## config.mk

```make
export PLATFORM = sky130hd
export DESIGN_NAME = branch_resolver
export DESIGN_NICKNAME = d
export VERILOG_FILES = /design/src/rtl/branch_resolver_pkg.sv /design/src/rtl/branch_resolver_sat_counter.sv /design/src/rtl/branch_resolver.sv
export SDC_FILE = /design/constraint.sdc
export NUM_CORES = 1
export LEC_CHECK = 0
export CAP_MARGIN = 15
export CORE_MARGIN = 10
export CORE_UTILIZATION = 40
export DETAILED_ROUTE_END_ITERATION = 16
export PLACE_DENSITY = 0.72
export SLEW_MARGIN = 20
export SYNTH_ARGS = -nofsm -noshare
export SYNTH_HDL_FRONTEND = slang
export SYNTH_SLANG_ARGS = --single-unit
```

## constraint.sdc

```tcl
create_clock -name clk -period 5.7 [get_ports clk]
set_clock_uncertainty 0.2 [all_clocks]
set_input_delay 1.425 -clock clk [delete_from_list [all_inputs] [get_ports clk]]
set_output_delay 1.425 -clock clk [all_outputs]
set_load 0.01 [all_outputs]
```

## src/rtl/branch_resolver_pkg.sv

```systemverilog
// Shared types, state encodings and helper functions for the branch resolver.
// Contents:
//   addr_t            - 32-bit instruction address type
//   resolver_state_e  - resolver FSM states (2-bit encoding)
//   PC_INC            - sequential fetch increment
//   is_mispredict()   - compares predicted and actual control flow
//   correct_pc()      - fetch PC that IF should resume from
package branch_resolver_pkg;

  typedef logic [31:0] addr_t;

  typedef enum logic [1:0] {
    RESOLVER_IDLE     = 2'd0,
    RESOLVER_FLUSH    = 2'd1,
    RESOLVER_REDIRECT = 2'd2
  } resolver_state_e;

  localparam addr_t PC_INC = 32'd4;

  // A wrong target only matters when the branch was actually taken.
  function automatic logic is_mispredict(input logic  pred_jump,
                                         input addr_t pred_target,
                                         input logic  real_jump,
                                         input addr_t real_target);
    return (pred_jump != real_jump) || (real_jump && (pred_target != real_target));
  endfunction

  // The fall-through PC wraps modulo 2^32 (0xFFFFFFFC + 4 -> 0).
  function automatic addr_t correct_pc(input addr_t pc,
                                       input logic  real_jump,
                                       input addr_t real_target);
    return real_jump ? real_target : (pc + PC_INC);
  endfunction

endpackage

```

## src/rtl/branch_resolver_sat_counter.sv

```systemverilog
// Saturating up-counter used for the resolver statistics.
// Ports:
//   clk   - clock, rising edge
//   rst   - asynchronous active-low reset, clears the count
//   rdy   - global ready; low freezes the count
//   inc   - increment request for this cycle
//   count - current count, sticks at all-ones
module branch_resolver_sat_counter #(
  parameter int WIDTH = 16
) (
  input  logic             clk,
  input  logic             rst,
  input  logic             rdy,
  input  logic             inc,
  output logic [WIDTH-1:0] count
);

  logic [WIDTH-1:0] r_count;

  always_ff @(posedge clk or negedge rst) begin
    if (!rst) begin
      r_count <= '0;
    end else if (rdy && inc && (r_count != {WIDTH{1'b1}})) begin
      r_count <= r_count + 1'b1;
    end
  end

  assign count = r_count;

endmodule

```

## src/rtl/branch_resolver.sv

```systemverilog
// Commit-side branch resolver. Consumes committed control-flow instructions
// with their fetch-time prediction and actual outcome, trains the predictor,
// and on a misprediction broadcasts a flush followed by a corrected fetch PC.
// Ports:
//   clk, rst, rdy             - clock, async active-low reset, global ready
//   commit_valid/ready        - ROB commit handshake (ready only when idle)
//   commit_is_branch, _pc     - instruction class and PC
//   commit_pred_jump/_target  - prediction made at fetch
//   commit_real_jump/_target  - actual outcome
//   flush_out                 - rollback broadcast, FLUSH_CYCLES cycles long
//   redirect_valid/ready/_pc  - corrected fetch PC handshake toward IF
//   upd_valid/_pc/_taken/_target - one-cycle predictor training pulse
//   branch_cnt, mispredict_cnt   - saturating statistics
module branch_resolver
  import branch_resolver_pkg::*;
#(
  parameter int FLUSH_CYCLES = 1,   // legal range 1..15
  parameter int CNT_WIDTH    = 16
) (
  input  logic                 clk,
  input  logic                 rst,
  input  logic                 rdy,
  input  logic                 commit_valid,
  output logic                 commit_ready,
  input  logic                 commit_is_branch,
  input  logic [31:0]          commit_pc,
  input  logic                 commit_pred_jump,
  input  logic [31:0]          commit_pred_target,
  input  logic                 commit_real_jump,
  input  logic [31:0]          commit_real_target,
  output logic                 flush_out,
  output logic                 redirect_valid,
  input  logic                 redirect_ready,
  output logic [31:0]          redirect_pc,
  output logic                 upd_valid,
  output logic [31:0]          upd_pc,
  output logic                 upd_taken,
  output logic [31:0]          upd_target,
  output logic [CNT_WIDTH-1:0] branch_cnt,
  output logic [CNT_WIDTH-1:0] mispredict_cnt
);

  localparam logic [3:0] FLUSH_LOAD = 4'(FLUSH_CYCLES);

  resolver_state_e r_state;
  logic [3:0]      r_flush_cnt;
  logic            r_commit_ready;
  logic            r_flush;
  logic            r_redirect_valid;
  addr_t           r_redirect_pc;
  logic            r_upd_valid;
  addr_t           r_upd_pc;
  logic            r_upd_taken;
  addr_t           r_upd_target;

  logic            w_accept;
  logic            w_branch_acc;
  logic            w_mispredict;

  assign w_accept     = commit_valid && r_commit_ready && rdy;
  assign w_branch_acc = w_accept && commit_is_branch;
  assign w_mispredict = is_mispredict(commit_pred_jump, commit_pred_target,
                                      commit_real_jump, commit_real_target);

  // Resolver FSM with registered outputs. commit_ready tracks the next state,
  // so it is low during reset and rises on the first ready cycle afterwards.
  always_ff @(posedge clk or negedge rst) begin
    if (!rst) begin
      r_state          <= RESOLVER_IDLE;
      r_flush_cnt      <= '0;
      r_commit_ready   <= 1'b0;
      r_flush          <= 1'b0;
      r_redirect_valid <= 1'b0;
      r_redirect_pc    <= '0;
    end else if (rdy) begin
      case (r_state)
        RESOLVER_IDLE: begin
          if (w_branch_acc && w_mispredict) begin
            r_state        <= RESOLVER_FLUSH;
            r_flush_cnt    <= FLUSH_LOAD;
            r_flush        <= 1'b1;
            r_commit_ready <= 1'b0;
            r_redirect_pc  <= correct_pc(commit_pc, commit_real_jump, commit_real_target);
          end else begin
            r_commit_ready <= 1'b1;
          end
        end
        RESOLVER_FLUSH: begin
          // Leaving on count==1 gives exactly FLUSH_CYCLES cycles of flush_out.
          if (r_flush_cnt == 4'd1) begin
            r_state          <= RESOLVER_REDIRECT;
            r_flush_cnt      <= '0;
            r_flush          <= 1'b0;
            r_redirect_valid <= 1'b1;
          end else begin
            r_flush_cnt <= r_flush_cnt - 4'd1;
          end
        end
        RESOLVER_REDIRECT: begin
          if (redirect_ready) begin
            r_state          <= RESOLVER_IDLE;
            r_redirect_valid <= 1'b0;
            r_commit_ready   <= 1'b1;
          end
        end
        default: begin
          r_state          <= RESOLVER_IDLE;
          r_flush_cnt      <= '0;
          r_flush          <= 1'b0;
          r_redirect_valid <= 1'b0;
          r_commit_ready   <= 1'b1;
        end
      endcase
    end
  end

  // Predictor training pulse: one cycle after each accepted branch.
  always_ff @(posedge clk or negedge rst) begin
    if (!rst) begin
      r_upd_valid  <= 1'b0;
      r_upd_pc     <= '0;
      r_upd_taken  <= 1'b0;
      r_upd_target <= '0;
    end else if (rdy) begin
      r_upd_valid <= w_branch_acc;
      if (w_branch_acc) begin
        r_upd_pc     <= commit_pc;
        r_upd_taken  <= commit_real_jump;
        r_upd_target <= commit_real_target;
      end
    end
  end

  branch_resolver_sat_counter #(.WIDTH(CNT_WIDTH)) u_branch_cnt (
    .clk   (clk),
    .rst   (rst),
    .rdy   (rdy),
    .inc   (w_branch_acc),
    .count (branch_cnt)
  );

  branch_resolver_sat_counter #(.WIDTH(CNT_WIDTH)) u_mispredict_cnt (
    .clk   (clk),
    .rst   (rst),
    .rdy   (rdy),
    .inc   (w_branch_acc && w_mispredict),
    .count (mispredict_cnt)
  );

  assign commit_ready   = r_commit_ready;
  assign flush_out      = r_flush;
  assign redirect_valid = r_redirect_valid;
  assign redirect_pc    = r_redirect_pc;
  assign upd_valid      = r_upd_valid;
  assign upd_pc         = r_upd_pc;
  assign upd_taken      = r_upd_taken;
  assign upd_target     = r_upd_target;

endmodule

```

Word-level counts from Yosys, hierarchy flattened

Index checks and enable logic that the tools add are counted.

Add/subtract/negate cells: 4
Equal/unequal tests: 10
Multiplexer cells: 17
Bitwise operators: 3
Reduce and logical (&&, ||, !) cells: 18

Operator list:

| operator              | count |
|---|---|
| $add 16x1->16 const B | 2 |
| $add 32x3->32 const B | 1 |
| $mux 32               | 1 |
| $ne 16x16->1 const B  | 2 |
| $ne 32x32->1          | 1 |
| $pmux 4 s3            | 1 |
| $reduce_and 4->1      | 3 |
| $logic_and 1x1->1     | 9 |
| $pmux 1 s3            | 3 |
| $reduce_and 3->1      | 3 |
| $mux 4                | 2 |
| $mux 1                | 6 |
| $mux 2                | 3 |
| $pmux 2 s3            | 1 |
| $eq 4x1->1 const B    | 1 |
| $ne 2x2->1 const B    | 2 |
| $sub 4x1->4 const B   | 1 |
| $not 1->1             | 3 |
| $eq 2x1->1 const B    | 1 |
| $eq 2x2->1 const B    | 1 |
| $logic_not 2->1       | 1 |
| $ne 2x1->1 const B    | 1 |
| $reduce_and 2->1      | 1 |
| $logic_or 1x1->1      | 1 |
| $ne 1x1->1            | 1 |

Bits in registers: 139
Input bits: 104
Output and inout bits: 133
Word-level logic and storage cells: 64

Logic depth before layout (Yosys ltp)

Gate-level depths: netlist of the first run.

Depth after elaboration: 6
Depth in mapped cells: 8
Mapped depth without buffers: 7

Hierarchy

Synthesis of the first run repeated with hierarchy kept, for this count alone.

Cells, all modules: 744
Area total of the unflattened synthesis: 7095.6 sq um

Modules (own cells, without submodules):

| module                      | instances | cells each | area an instance (sq um) | sequential area each (sq um) |
|---|---|---|---|---|
| branch_resolver             | 1         | 596        | 5489.0                   | 2677.6 |
| branch_resolver_sat_counter | 2         | 74         | 803.3                    | 400.4 |

Worst setup path after synthesis of the first run

OpenSTA, ideal clock, no wires.

Path type: input -> register
From: input commit_real_jump
To: register r_redirect_pc[10] (netlist: redirect_pc[10])
Setup time: 0.127 ns
Arrival: 3.250 ns
Data required time: 5.373 ns
Path slack: 2.123 ns
Cell stages on the path: 8
Path buffers: 3
Cell sequence: clkbuf_1 > nand3_1 > or4_4 > nor4_4 > or4_1 > buf_6 > buf_8 > mux2_1

Longest elaborated chain between the ends: 4
Elaborated cells between the ends (all ways): 6
Classes of those cells: eq/ne: 1; mux: 1; reduce/logical: 4

RTL lines:

| item                                                   | RTL line                  | text |
|---|---|---|
| start, declared                                        | branch_resolver.sv:29     | `input logic commit_real_jump,` |
| $ne 1x1->1 / $logic_and 1x1->1 (equally long branches) | branch_resolver_pkg.sv:25 | `return (pred_jump != real_jump) \|\| (real_jump && (pred_target != real_target));` |
| $logic_or 1x1->1                                       | branch_resolver_pkg.sv:25 |  |
| $logic_and 1x1->1                                      | branch_resolver.sv:78     | `if (w_branch_acc && w_mispredict) begin` |
| $reduce_and 3->1 (no source line)                      | --                        |  |
| end signal, assigned                                   | branch_resolver.sv:83     | `r_redirect_pc <= correct_pc(commit_pc, commit_real_jump, commit_real_target);` |
| end, declared                                          | branch_resolver.sv:50     | `addr_t r_redirect_pc;` |

Parallel ways exist; a longest one is shown, timed or not.
A chain may end at the register's enable or synchronous reset.

Worst setup path in the final report of the first run

From: input commit_real_target[17]
To: register r_redirect_pc[3] (netlist: redirect_pc[3])

Longest elaborated chain between the ends: 5

RTL lines:

| item                              | RTL line                  | text |
|---|---|---|
| start, declared                   | branch_resolver.sv:30     | `input logic [31:0] commit_real_target,` |
| $ne 32x32->1                      | branch_resolver_pkg.sv:25 |  |
| $logic_and 1x1->1                 | branch_resolver_pkg.sv:25 |  |
| $logic_or 1x1->1                  | branch_resolver_pkg.sv:25 |  |
| $logic_and 1x1->1                 | branch_resolver.sv:78     |  |
| $reduce_and 3->1 (no source line) | --                        |  |

Every way passes these cells.

==> qor.txt, run 1 <==
Die W = 151.1 µm
Setup CP Type = input pin to register
Post-DP HPWL = 17.51 mm
Worst hold start = upd_pc[30]
Layout Nets = 949
VDD IR-drop max = 0.2699 mV
Kind of end point of the critical path = register
Relative slew margins = 0.3650
Util after Layout = 0.5986
Final period utilization = 0.7443
GP Congestion = 0.8841
RR Startpoint = commit_ready
Synth area leader = dfrtp_1
Largest net degree at the start of global routing = 70
First-pass GRT wire length = 34.47 mm
Mapped Nets = 710
Ant diodes = 0
ANT nets after route = 0
Worst Tran Pin Value = 952.6 ps
Final hold vios = 0
# fillers = 1374
DRC errors left = 0
Die H = 151.1 µm
Worst Hold Class = register to register
Post-synth top flop = dfrtp_1
Count of cell types in the netlist = 39
Most area-consuming cells after synthesis = dfrtp_1 (51%), mux2_2 (12%), xnor2_1 (5.9%)
Die area = 0.02283 mm²
Via count = 5577
Worst R2R End = u_branch_cnt.count[13]
Row count = 47
1st-pass router iterations = 6
Most common cell in the netlist = dfrtp_1
CTS tree = yes
CTS Root Cell = clkbuf_16
Min Tclk post-route = 4243 ps
Synth warn = 0
Clock Latency Late Sink = 410 ps
Setup Buffers After CTS = 0
Pwr dens = 420.6 mW/mm²
Post-synth top cells = dfrtp_1 (139), mux2_2 (75), nand2_1 (57)
Critical Path Start Type = input pin
Req. time, crit path = 5800 ps
IO buf count = 236
Hold path cells = 2
Initial Utilization = 0.4116
Post-CTS sizing = 0
Area Overhead vs Synth = 45.43%
Post-synth EDFFs = 0
Fmax achieved = 235.7 MHz
Mapped Avg Cell Area = 11.44 µm²
Core box area = 0.01670 mm²
Top cell type's share of synthesized area = 0.5060
Final setup fails = 0
Number of max-cap violations = 0
Clock sinks = 139
Global-route usage over all layers = 0.1975
Grt ovf = 0
Leakage = 4.170 nW
I/O pin total = 237
Max clock buf depth = 2
Number of global-route vias before repair = 5966
Synth async-reset ratio = 1.000
Final worst slack = 1457 ps
Reg clk slew, reported paths = 60 ps
Placed cells = 1041
Initial DRC Count = 383
Initial antenna violation count = 0
Setup WS pre-CTS = 1015 ps
Outcome = finished, final reports clean
Vias per Instance = 5.198
Worst Path Arrival = 4340 ps
FF+latch count, synth = 139
Post-synthesis cell count = 601
RSZ-0062 raised after global routing = false
Max Slew Vio Count = 0
Register-to-Register Path Depth = 6
Layout cell share with drive strength beyond 1 = 0.1442
CP max FO = 36
Internal reg-to-reg setup slack = 3090 ps
Setup TNS Final = 0 ps
WL/cell = 21.01 µm
Hold-fix buffers, CTS = 0
# H-tree levels = 4
Final wirelength = 22.54 mm
Cell Area, Synth = 0.006874 mm²
Register area share after synthesis = 0.5060
Cts bufs inserted = 17
Hold EP = upd_pc[30]
Non-Filler Instances = 1073
## metal layers
layer | routed length (µm) | GRT usage
met3 | 1694 | 0.06533
met1 | 9072 | 0.2341
met4 | 461 | 0.06449
met5 | 0 | 0
met2 | 11310 | 0.3310
## flip-flops by register name, summed over array words and instances (netlist names)
| name | flops |
|---|---|
| commit_ready | 1 |
| flush_out | 1 |
| r_flush_cnt | 4 |
| r_state | 2 |
| redirect_pc | 32 |
| redirect_valid | 1 |
| u_branch_cnt.count | 16 |
| u_mispredict_cnt.count | 16 |
| upd_pc | 32 |
| upd_taken | 1 |
| upd_target | 32 |
| upd_valid | 1 |
## worst max-delay path, stage by stage
cell and delay, ps:
clkdlybuf4s50_1 520, xor2_1 220, nor4_1 420, nand3_1 200, nor4_4 300, buf_4 260, or4_2 150, buf_4 430
mux2_2 390
## layout make-up
class / count / area [µm²] / area share
clock buffers: 18 / 429.2 / 0.04293
flip-flops and latches: 139 / 3478 / 0.3479
clock inverters: 14 / 138.9 / 0.01389
repair buffers: 242 / 2404 / 0.2404
well taps: 220 / 275.3 / 0.02753
inverters: 15 / 56.30 / 0.005632
multi-input cells: 425 / 3216 / 0.3217
## metrics by stage
step	total power, mW	hold WS, ps	area [µm²]
3_3_place_gp	3.119	273.0	9429
5_1_grt	4.430	314.3	9997
4_1_cts	4.259	285.7	9997
3_5_place_dp	3.169	272.4	9429
2_1_floorplan	2.161	306.8	6874
6_report	4.205	283.7	9997
## logic make-up (layout without fill, tap and decap cells)
group	after synthesis	count (layout)	synth area share
adders and majority gates	5	5	0.009101
AOI/OAI and AO/OA	41	41	0.03440
buffers and inverters	37	289	0.02639
xor gates and xnor gates	89	89	0.1134
and+or+nand+nor	184	184	0.1387
DFF	139	139	0.5060
muxes	106	106	0.1720
## report_power, final
group	internal (mW)	switching (mW)	leakage, nW	total, mW
registers	1.34	0.221	1.68	1.56
clock network	0.609	0.452	0.265	1.06
logic	0.924	0.660	2.22	1.58
total	2.87	1.33	4.17	4.20
## worst max-delay path by stage
stage | startpoint | to | slack [ps] | cells past startpoint
after global placement | commit_real_target[17] | redirect_pc[3] | 1030 | 9
after detailed placement | commit_real_target[17] | redirect_pc[0] | 1020 | 9
after CTS | commit_real_target[17] | redirect_pc[0] | 1450 | 9
after floorplan | commit_real_jump | redirect_pc[10] | 2120 | 8
final | commit_real_target[17] | redirect_pc[3] | 1460 | 9
after global routing | commit_real_target[17] | redirect_pc[3] | 1310 | 9
## layout by cell type, fill, tap and decap left out, drive strengths merged, types with 3 or more instances in the layout
cell	synthesis	layout
ha	5	5
clkbuf	17	18
clkinvlp	0	4
or2	3	3
nor4	9	9
nand4	22	22
nor3b	5	5
clkinv	0	4
nor3	16	16
xnor2	46	46
dfrtp	139	139
mux2	97	97
o21ai	32	32
clkdlybuf4s50	0	234
nor2	26	26
or4	4	4
nand2	57	57
and4	5	5
xor2	43	43
mux2i	9	9
nand3	20	20
inv	15	20
and2	4	4
and3	7	7
buf	5	8
No activity file was read; power rests on OpenSTA's default activity.
==> run 2: changes to the inputs <==
==> constraint.sdc (replaced) <==
create_clock -name clk -period 4 [get_ports clk]
set_clock_uncertainty 0.2 [all_clocks]
set_input_delay 1 -clock clk [delete_from_list [all_inputs] [get_ports clk]]
set_output_delay 1 -clock clk [all_outputs]
set_load 0.01 [all_outputs]
==> qor.txt, run 2 (same netlist as run 1, synthesis figures left out) <==
Final wirelength = 23.57 mm
Sw Ratio = 0.3056
Setup Buffers After CTS = 0
Final period utilization = 0.8441
Register-to-Register Path Depth = 6
Commonest non-fill, non-tap cell in the layout = clkdlybuf4s50_1
CP max FO = 17
Area Overhead vs Synth = 47.52%
CP Depth = 8
Final hold vios = 0
Via count = 5714
Cts bufs inserted = 17
Reg clk slew, reported paths = 60 ps
Placed cells = 1054
RSZ-0062 raised after global routing = false
Die W = 151.1 µm
Min Tclk post-route = 3376 ps
Slowest stage delay, CP = 530 ps
Worst Tran Pin Value = 734.8 ps
Max Slew Vio Count = 0
Post-CTS sizing = 0
Sequential Power Share = 0.367
Setup CP Type = input pin to register
Req. time, crit path = 4090 ps
Clock Power Share = 0.257
Pwr dens = 600.8 mW/mm²
Int Power = 4.231 mW
Max clock buf depth = 2
Clock Latency Late Sink = 410 ps
Setup TNS Final = 0 ps
Critical Path Start Type = input pin
Most frequent cells in the layout = clkdlybuf4s50_1 (234), dfrtp_1 (139), mux2_2 (75)
Fmax achieved = 296.2 MHz
Vias per Instance = 5.266
Hold-fix buffers, CTS = 0
Number of global-route vias before repair = 6103
Worst Hold Class = register to register
ANT nets after route = 0
Net Switching = 1.862 mW
First-pass GRT wire length = 35.96 mm
DRC errors left = 0
Grt ovf = 0
Die H = 151.1 µm
Post-DP HPWL = 18.56 mm
Initial antenna violation count = 0
I/O pin total = 237
Initial DRC Count = 380
# H-tree levels = 4
1st-pass router iterations = 6
Row count = 47
CTS tree = yes
VDD IR-drop max = 0.3774 mV
CP top delay family = simple AND/OR/NAND/NOR gates
Final setup fails = 0
Number of max-cap violations = 0
WL/cell = 21.73 µm
Largest net degree at the start of global routing = 76
Non-Filler Instances = 1085
CP Cell Sequence = clkdlybuf4s50_1 > xnor2_1 > nand4_1 > or4_4 > nor4_4 > or4_2 > buf_12 > mux2_1
Slowest CP cell = or4_4
Core box area = 0.01670 mm²
Outcome = finished, final reports clean
CTS Root Cell = clkbuf_16
Worst Path Buf+Inv = 2
Leakage = 4.272 nW
Worst Path Arrival = 3470 ps
Die area = 0.02283 mm²
Layout Nets = 962
Relative slew margins = 0.5102
Ant diodes = 0
Layout cell share with drive strength beyond 1 = 0.1549
Global-route usage over all layers = 0.2072
Kind of end point of the critical path = register
GP Congestion = 0.9254
# fillers = 1378
IO buf count = 236
Clock sinks = 139
Initial Utilization = 0.4116
Logic pwr share = 0.375
Hold path cells = 1
-- run 2: changes by cell type in the layout (fill, tap and decap cells not counted), sizes merged --
cell / before / now
buf: 8 / 21
clkbuf: 18 / 24
inv: 20 / 15
clkinvlp: 4 / 1
bufinv: 1 / 2
-- run 2: power by group through the flow --
stage	clock, mW	combinational, mW	sequential, mW
final	1.57	2.29	2.24
after global routing	1.66	2.44	2.30
after CTS	1.60	2.32	2.24
after detailed placement	0	2.31	2.25
after global placement	0	2.26	2.22
after floorplan	0	0.652	2.43
-- run 2: path summary, 6_finish.rpt --
check	startpoint	end	slack, ps
max reg2reg	u_mispredict_cnt.count[3]	u_mispredict_cnt.count[1]	1500
min	redirect_pc[9]	redirect_pc[9]	290
min reg2reg	redirect_pc[9]	redirect_pc[9]	290
max	commit_real_target[30]	redirect_pc[13]	620
min in group asynchronous	rst	upd_pc[0]	410
max in group asynchronous	rst	upd_target[18]	2300
-- run 2: per-layer routing --
layer,global-route usage,part of all wire,wire length (µm),vias up
li1,-,-,-,2616
met1,0.2465,0.40,9502,2871
met2,0.3450,0.49,11650,197
met3,0.06235,0.078,1834,30
met4,0.08037,0.025,583,0
met5,0,0,0,-
-- run 2: final cells by class --
| type | count | area [µm²] | share of cell area |
|---|---|---|---|
| repair buffers | 255 | 2526 | 0.2491 |
| clock inverters | 7 | 87.58 | 0.008637 |
| flip-flops and latches | 139 | 3478 | 0.3430 |
| well taps | 220 | 275.3 | 0.02714 |
| inverters | 15 | 56.30 | 0.005552 |
| multi-input cells | 425 | 3216 | 0.3171 |
| clock buffers | 24 | 501.7 | 0.04948 |
-- run 2: worst register-to-register path, delay by kind of cell, from the launching register on --
family,cells,cell delay (ps)
simple gates,5,1450
mux,1,280
flops,1,450
-- run 2: per-stage QoR --
step	worst slack (ps)	utilization	area, µm²	total power, mW	hold slack, ps
global route	557.5	0.6072	10140	6.396	313.9
CTS	659.1	0.6072	10140	6.159	299.0
global placement	247.1	0.5719	9552	4.481	274.6
detailed placement	229.4	0.5719	9552	4.561	276.7
finish	623.5	0.6072	10140	6.093	294.6
floorplan	847.6	-	6874	3.080	306.8
==> edit (flow settings as in run 2) <==
Encoding of `resolver_state_e`: now one-hot (3 bits for 3 states).
--- a/src/rtl/branch_resolver_pkg.sv
+++ b/src/rtl/branch_resolver_pkg.sv
@@ -10,8 +10,8 @@
   typedef logic [31:0] addr_t;
 
-  typedef enum logic [1:0] {
-    RESOLVER_IDLE     = 2'd0,
-    RESOLVER_FLUSH    = 2'd1,
-    RESOLVER_REDIRECT = 2'd2
+  typedef enum logic [2:0] {
+    RESOLVER_IDLE     = 3'b001,
+    RESOLVER_FLUSH    = 3'b010,
+    RESOLVER_REDIRECT = 3'b100
   } resolver_state_e;
 
Behaviour: same outputs for any inputs over 4 cycles, from zero or initial values and one cycle with rst low; so few cycles prove little.
==> edit against run 2 <==
- synthesized cell count up 1.3%
- setup slack worse by 120 ps
- power down 15%
- wire length down 3.8%
- final area up 2.0%
- synthesized area up 2.5%
- sequential cell count up 1
==> edit: results (changes against run 2) <==
stage	metric	value	unit	change
outcome	status	finished clean		
finish	fill count	1445		+4.9%
grt	vias in the first global route	5850		-4.1%
timing	slew margin rel.	35.3	%	-16 points
routing	Pre-antenna DRT Iters	4		-2
grt	Total GRT Usage	19.0	%	-1.7 points
power_and_ir_drop	Leak	4.32	nW	+1.2%
placed_design	HPWL after DPL	17600	µm	-5.4%
synth	Syn Nets	718		+1.1%
finish	Post-layout nets	968		+0.62%
worst_setup_path	Slowest-stage cell, CP	clkdlybuf4s50_1		
grt	initial antenna violation count	2		+2
grt	M1 GR Usage	22.3	%	-2.4 points
power_and_ir_drop	Worst VDD drop	0.311	mV	-18%
grt	largest net degree at the start of global routing	72		-5.3%
routing	DR vias	5629		-1.5%
routing	DR WL/cell	20.7	µm	-4.9%
grt	met3 usage	7.93	%	+1.7 points
cts	Clk Latency, worst-skew pair	420	ps	
synth	sequential-to-total area share from yosys stat	49.7	%	-0.87 points
placed_design	pre-CTS setup slack	31.4	ps	-198 ps
routing	Initial DRC Count	222		-42%
grt	first-pass GRT wire length	34800	µm	-3.1%
synth	synth unique cells	49		+26%
worst_setup_path	max incr delay on CP	470	ps	-60 ps
finish	share of layout cells above drive strength 1	17.3	%	+1.8 points
[edit: power breakdown]
part	switching [mW]	leakage (nW)	total, mW	internal (mW)
Clock	0.635	0.286	1.59	0.953
Combinational	0.643	2.31	1.63	0.987
Sequential	0.216	1.73	1.96	1.75
Total	1.49	4.32	5.18	3.69
[edit: cell families (layout without fill, tap and decap cells)]
logic type / after synthesis / in the layout / share of synthesized area (%)
AO/OA/AOI/OAI: 50 / 50 / 4.10
XOR/XNOR: 90 / 90 / 11.2
adder cells (fa/ha/maj): 5 / 5 / 0.888
buffers and inverters: 34 / 297 / 2.27
flip-flops: 140 / 140 / 49.7
multiplexers: 104 / 104 / 17.9
other: 0 / 1 / 0
AND/OR/NAND/NOR: 186 / 186 / 13.9
[edit: tightest hold or removal path: cells and delay by family (launching register included)]
family          cells  cell delay [ps]
simple gates        1               50
flops               1              350
compound gates      1               60
[edit: cell type report]
| cell class | instances | area share, % |
|---|---|---|
| clock buffers | 19 | 4.38 |
| multi-input cells | 435 | 32.7 |
| diodes | 1 | 0.0242 |
| repair buffers | 256 | 24.6 |
| flip-flops and latches | 140 | 33.9 |
| inverters | 9 | 0.327 |
| well taps | 225 | 2.72 |
| clock inverters | 13 | 1.37 |
[edit: layer usage]
layer / part of all wire, % / vias up
met5: 0.057 / -
met4: 1.8 / 2
met3: 8.1 / 29
met2: 48 / 164
met1: 42 / 2772
li1: - / 2662
[edit: metrics by stage]
step                instance area [µm²]  util (%)  hold WS (ps)  instances
global placement                   9750      56.4           273       1065
detailed placement                 9750      56.4           281       1065
CTS                               10300      59.8           294       1097
global route                      10300      59.8           314       1097
floorplan                          7050         -           253        609
finish                            10300      59.8           287       1098
[edit: final timing paths]
kind	start	to	slack, ps	depth (start not counted)
min reg2reg	upd_pc[24]$_DFFE_PN0P_	upd_pc[24]$_DFFE_PN0P_	290	2
min	upd_pc[24]$_DFFE_PN0P_	upd_pc[24]$_DFFE_PN0P_	290	2
min in group asynchronous	rst	upd_pc[9]$_DFFE_PN0P_	380	1
max reg2reg	commit_ready$_DFFE_PN0P_	redirect_pc[21]$_DFFE_PN0P_	1440	5
max in group asynchronous	rst	r_state[0]$_DFFE_PN1P_	2390	2
max	commit_real_target[30]	redirect_pc[1]$_DFFE_PN0P_	500	8
